`src/rtl/tomasulo_pkg.sv`:
```
// Shared Tomasulo core definitions: ROB geometry, data widths and the ROB entry layout
// used by the ROB controller, reservation stations and CDB logic.
package tomasulo_pkg;

  localparam int ROB_DEPTH = 8;
  localparam int TAG_W     = 3;
  localparam int REG_W     = 4;
  localparam int DATA_W    = 16;

  typedef struct packed {
    logic              busy;
    logic              done;
    logic [REG_W-1:0]  dest;
    logic [DATA_W-1:0] data;
  } rob_entry_t;

  // Pointers are exactly TAG_W bits wide, so the increment wraps modulo ROB_DEPTH.
  function automatic logic [TAG_W-1:0] tag_inc(input logic [TAG_W-1:0] t);
    return t + TAG_W'(1);
  endfunction

endpackage

```
`src/rtl/rob_commit_ctrl.sv`:
```
// Reorder-buffer controller: hands out tags at issue, marks entries done from the CDB and
// retires completed entries in program order through a registered commit port.
module rob_commit_ctrl
  import tomasulo_pkg::*;
(
  input  logic              clk1,
  input  logic              rst_n,
  input  logic              issue_valid,
  input  logic [REG_W-1:0]  issue_dest,
  output logic              issue_ready,
  output logic [TAG_W-1:0]  issue_tag,
  input  logic              cdb_valid,
  input  logic [TAG_W-1:0]  cdb_tag,
  input  logic [DATA_W-1:0] cdb_data,
  input  logic              flush,
  output logic              commit_valid,
  output logic [TAG_W-1:0]  commit_tag,
  output logic [REG_W-1:0]  commit_dest,
  output logic [DATA_W-1:0] commit_data,
  output logic [TAG_W:0]    count,
  output logic              full,
  output logic              empty
);

  rob_entry_t       rob [ROB_DEPTH];
  logic [TAG_W-1:0] head_p;
  logic [TAG_W-1:0] tail_p;

  logic do_issue;
  logic do_commit;
  logic cdb_hit;

  assign full        = (count == (TAG_W+1)'(ROB_DEPTH));
  assign empty       = (count == '0);
  assign issue_ready = !full;
  assign issue_tag   = tail_p;

  // Commit looks only at state registered before this edge, so a CDB write cannot bypass into it.
  assign do_issue  = issue_valid && !full;
  assign do_commit = rob[head_p].busy && rob[head_p].done;
  assign cdb_hit   = cdb_valid && rob[cdb_tag].busy;

  always_ff @(posedge clk1) begin
    if (!rst_n || flush) begin
      for (int i = 0; i < ROB_DEPTH; i++) begin
        rob[i] <= '0;
      end
      head_p       <= '0;
      tail_p       <= '0;
      count        <= '0;
      commit_valid <= 1'b0;
      commit_tag   <= '0;
      commit_dest  <= '0;
      commit_data  <= '0;
    end else begin
      if (cdb_hit) begin
        rob[cdb_tag].done <= 1'b1;
        rob[cdb_tag].data <= cdb_data;
      end

      // Written after the CDB update so a late broadcast to the retiring entry cannot keep it alive.
      commit_valid <= do_commit;
      if (do_commit) begin
        rob[head_p].busy <= 1'b0;
        rob[head_p].done <= 1'b0;
        commit_tag       <= head_p;
        commit_dest      <= rob[head_p].dest;
        commit_data      <= rob[head_p].data;
        head_p           <= tag_inc(head_p);
      end

      if (do_issue) begin
        rob[tail_p].busy <= 1'b1;
        rob[tail_p].done <= 1'b0;
        rob[tail_p].dest <= issue_dest;
        tail_p           <= tag_inc(tail_p);
      end

      case ({do_issue, do_commit})
        2'b10:   count <= count + (TAG_W+1)'(1);
        2'b01:   count <= count - (TAG_W+1)'(1);
        default: count <= count;
      endcase
    end
  end

endmodule

```
`config.mk`:
```
export PLATFORM = sky130hd
export DESIGN_NAME = rob_commit_ctrl
export DESIGN_NICKNAME = d
export VERILOG_FILES = /design/src/rtl/tomasulo_pkg.sv /design/src/rtl/rob_commit_ctrl.sv
export SDC_FILE = /design/constraint.sdc
export NUM_CORES = 1
export LEC_CHECK = 0
export ABC_AREA = 1
export ABC_CLOCK_PERIOD_IN_PS = 3200
export CORE_MARGIN = 2
export CORE_UTILIZATION = 47
export DETAILED_ROUTE_END_ITERATION = 6
export MAX_ROUTING_LAYER = met4
export PLACE_DENSITY = 0.64
export SLEW_MARGIN = 10
export SYNTH_ARGS = -nofsm -noshare
export SYNTH_HDL_FRONTEND = slang
export SYNTH_SLANG_ARGS = --single-unit
```
`constraint.sdc`:
```
create_clock -name clk1 -period 3.2 [get_ports clk1]
set_input_delay 0.96 -clock clk1 [delete_from_list [all_inputs] [get_ports clk1]]
set_output_delay 0.96 -clock clk1 [all_outputs]
set_load 0.02 [all_outputs]
```
==> flow_metrics.env, run 1 <==
export IMPL_outcome="finished, final reports clean"
export IMPL_drc=0
export IMPL_cp_data_arrival_time_ps=1830
export IMPL_worstHoldStart="commit_tag[0]"
export IMPL_criticalPathCategory="register to output pin"
export IMPL_dieWidth_um=146.6
export IMPL_slew_violations=0
export IMPL_worst_pin_slew_ps=870.4
export IMPL_clkLatencyLatePin_ps=510
export IMPL_yosys_cell_types_count=32
export IMPL_n_antenna_cell=0
export IMPL_track_usage=0.2289
export IMPL_ioPinCount=62
export IMPL_clock_sinks=213
export IMPL_wl_um=23880
export IMPL_vdd_drop_max_mv=0.3513
export IMPL_numPortBuffers=61
export IMPL_finalCriticalPeriod_ps=2791
export IMPL_drive_above_1_share=0.08644
export IMPL_dp_cells=1329
export IMPL_crit_required_ps=2240
export IMPL_core_um2=20100
export IMPL_root_buffer="clkbuf_16"
export IMPL_area_growth_synth_to_final_pct=17.54
export IMPL_cp_num_buf_inv=2
export IMPL_ctsHoldBuffers=0
export IMPL_crit_family="buffers and inverters"
export IMPL_worstPathMaxFanout=6
export IMPL_layout_cells_non_filler=1369
export IMPL_antenna_found_initial=0
export IMPL_grt_pass1_vias=6754
export IMPL_finalPower_mw=6.028
export IMPL_num_vias=7260
export IMPL_grt_pass1_wl_um=37360
export IMPL_clk_pin_slew_ps=60
export IMPL_nFillCells=1785
export IMPL_dr_pass1_iters=5
export IMPL_cts_path_max_buffers=3
export IMPL_crit_path_start_kind="register"
export IMPL_endpoint_kind="output pin"
export IMPL_dp_hpwl_um=14950
export IMPL_p_leak_nw=4.690
export IMPL_drt_iter0_drc=603
export IMPL_synth_edf_count=160
export IMPL_die_area_um2=21480
export IMPL_cts_setup_buffers=0
export IMPL_fmax_mhz=358.3
export IMPL_final_hold_viol_count=0
export IMPL_num_rows=52
export IMPL_numCtsBuffers=23
export IMPL_critPathMaxStageDelay_ps=600
export IMPL_post_drt_wl_per_cell_um=17.44
export IMPL_yosys_warnings=0
export IMPL_period_share=0.8722
export IMPL_syn_num_nets=1056
export IMPL_synth_seq_cells=213
export IMPL_crit_path_start="count[1]"
export IMPL_cts_tree="done"
export IMPL_powerDensity_nw_per_um2=536.9
export IMPL_syn_area_per_cell_um2=9.347
export IMPL_antenna_left=0
export IMPL_hp_class="register to register"
export IMPL_cts_resized=0
export IMPL_rsz0062_at_grt="false"
export IMPL_maxCapViolCount=0
export IMPL_synth_area_um2=9553
export IMPL_skew_ps=16.32
export IMPL_grt_max_degree=81
export IMPL_setup_tns_ps=0
export IMPL_cts_max_level=1
export IMPL_nNetsFinal=1118
export IMPL_cp_slowest_cell="clkdlybuf4s50_1"
export IMPL_ys_seq_area_frac=0.6140
export IMPL_overflow=0
export IMPL_start_util=0.4752
export IMPL_syn_inst=1022
export IMPL_path_cells="nor2_1 -> nand3_1 -> inv_1 -> clkdlybuf4s50_1"
export IMPL_maxSlewHeadroom=0.4197
export IMPL_via_per_inst=5.303
export IMPL_async_flop_share=0
export IMPL_setup_viol=0
export IMPL_place_congestion=0.8347
export IMPL_synthFlopType="edfxtp_1"
export IMPL_die_height_um=146.6
[metal layers]
| metal | part of all wire | vias up | GRT usage |
|---|---|---|---|
| li1 | - | 3528 | - |
| met3 | 0.052 | 31 | 0.02938 |
| met4 | 0.014 | 0 | 0.05631 |
| met5 | 0 | - | - |
| met1 | 0.45 | 3501 | 0.3137 |
| met2 | 0.48 | 200 | 0.3663 |
[where the power goes]
group | switching, mW | internal [mW]
clock network | 1.04 | 1.65
registers | 0.0275 | 3.05
logic | 0.177 | 0.0823
[metrics by stage]
stage / hold WS (ps) / util / setup slack [ps] / instance area (µm²)
2_1_floorplan: 440.8 / - / 589.0 / 9553
5_1_grt: 485.4 / 0.5585 / 232.3 / 11230
3_3_place_gp: 447.9 / 0.5204 / 161.6 / 10460
6_report: 460.4 / 0.5585 / 409.0 / 11230
3_5_place_dp: 451.3 / 0.5204 / 124.8 / 10460
4_1_cts: 460.7 / 0.5585 / 402.4 / 11230
[cell usage after synthesis (2+ instances only)]
| cell type | number | share of area |
|---|---|---|
| buf_4 | 3 | 0.0024 |
| nand2_1 | 139 | 0.055 |
| nor3_1 | 7 | 0.0037 |
| inv_1 | 49 | 0.019 |
| buf_1 | 4 | 0.0016 |
| buf_6 | 8 | 0.0094 |
| nand3_4 | 8 | 0.015 |
| nand4_1 | 4 | 0.0026 |
| o21ai_0 | 116 | 0.061 |
| clkbuf_1 | 28 | 0.011 |
| edfxtp_1 | 160 | 0.50 |
| buf_2 | 10 | 0.0052 |
| xnor2_1 | 2 | 0.0018 |
| o22ai_1 | 20 | 0.013 |
| nor2_4 | 3 | 0.0035 |
| dfxtp_1 | 53 | 0.11 |
| inv_2 | 4 | 0.0016 |
| inv_4 | 2 | 0.0013 |
| nor2_1 | 323 | 0.13 |
| nor2_2 | 5 | 0.0033 |
| nand2_2 | 6 | 0.0039 |
| ha_1 | 5 | 0.0065 |
| nand3_1 | 31 | 0.016 |
| o21ai_1 | 10 | 0.0052 |
| a21oi_1 | 15 | 0.0079 |
[final cells by class]
class / instances / area, µm² / area share
tap: 270 / 337.8 / 0.03009
timing repair buffer: 90 / 853.3 / 0.07600
inverter: 55 / 211.5 / 0.01883
multi-input combinational: 701 / 3193 / 0.2844
clock buffer: 33 / 653.1 / 0.05817
sequential: 213 / 5867 / 0.5225
clock inverter: 7 / 112.6 / 0.01003
[kinds of logic after synthesis]
| family | Yosys count | share of synthesized area |
|---|---|---|
| compound gates | 161 | 0.08697 |
| xor+xnor | 2 | 0.001834 |
| fa+ha+maj | 6 | 0.008644 |
| buf+inv | 108 | 0.05174 |
| flops | 213 | 0.6140 |
| simple gates | 532 | 0.2368 |
[state kept, by name, indices dropped and copies added, names as in the netlist, named ones only]
| name | count |
|---|---|
| commit_valid | 1 |
| head_p | 3 |
| rob | 176 |
| commit_dest | 4 |
| count | 4 |
| issue_tag | 3 |
| commit_tag | 3 |
| commit_data | 16 |
[path summary, 6_finish.rpt]
path	end	cells after the start	slack, ps
max	full	4	410
max reg2reg	count[3]	16	550
min reg2reg	commit_tag[0]	2	460
min	commit_tag[0]	2	460
[placed cells by master, fill, tap and decap left out, types with 6 or more instances in the layout]
| cell | instances |
|---|---|
| nor2_1 | 323 |
| edfxtp_1 | 160 |
| nand2_1 | 139 |
| o21ai_0 | 116 |
| clkdlybuf4s50_1 | 61 |
| dfxtp_1 | 52 |
| inv_1 | 49 |
| nand3_1 | 31 |
| buf_4 | 27 |
| clkbuf_16 | 23 |
| o22ai_1 | 20 |
| a21oi_1 | 15 |
| o21ai_1 | 10 |
| nand3_4 | 8 |
| nor3_1 | 7 |
| nand2_2 | 6 |
| clkbuf_1 | 6 |
[worst reg2reg max path, stage by stage, from the launching register on]
cell,delay [ps]
dfxtp_1,320
buf_4,200
inv_2,220
nand3_1,120
nand3_1,100
nand3_1,90
nand2_2,310
ha_1,320
ha_1,260
nand2_1,60
inv_1,30
o21ai_0,200
nand2_1,80
nand2_1,60
nand2_1,40
nand2_1,70
a21oi_1,60
No activity file was read; power rests on OpenSTA's default activity.
==> run 2: changes to the inputs <==
--- a/config.mk
+++ b/config.mk
@@ -7,6 +7,7 @@
 export LEC_CHECK = 0
 export ABC_AREA = 1
 export ABC_CLOCK_PERIOD_IN_PS = 3200
+export CAP_MARGIN = 40
 export CORE_MARGIN = 2
 export CORE_UTILIZATION = 47
 export DETAILED_ROUTE_END_ITERATION = 6
==> results of run 2 <==
Final layout, timing and power as in run 1 (identical DEF).
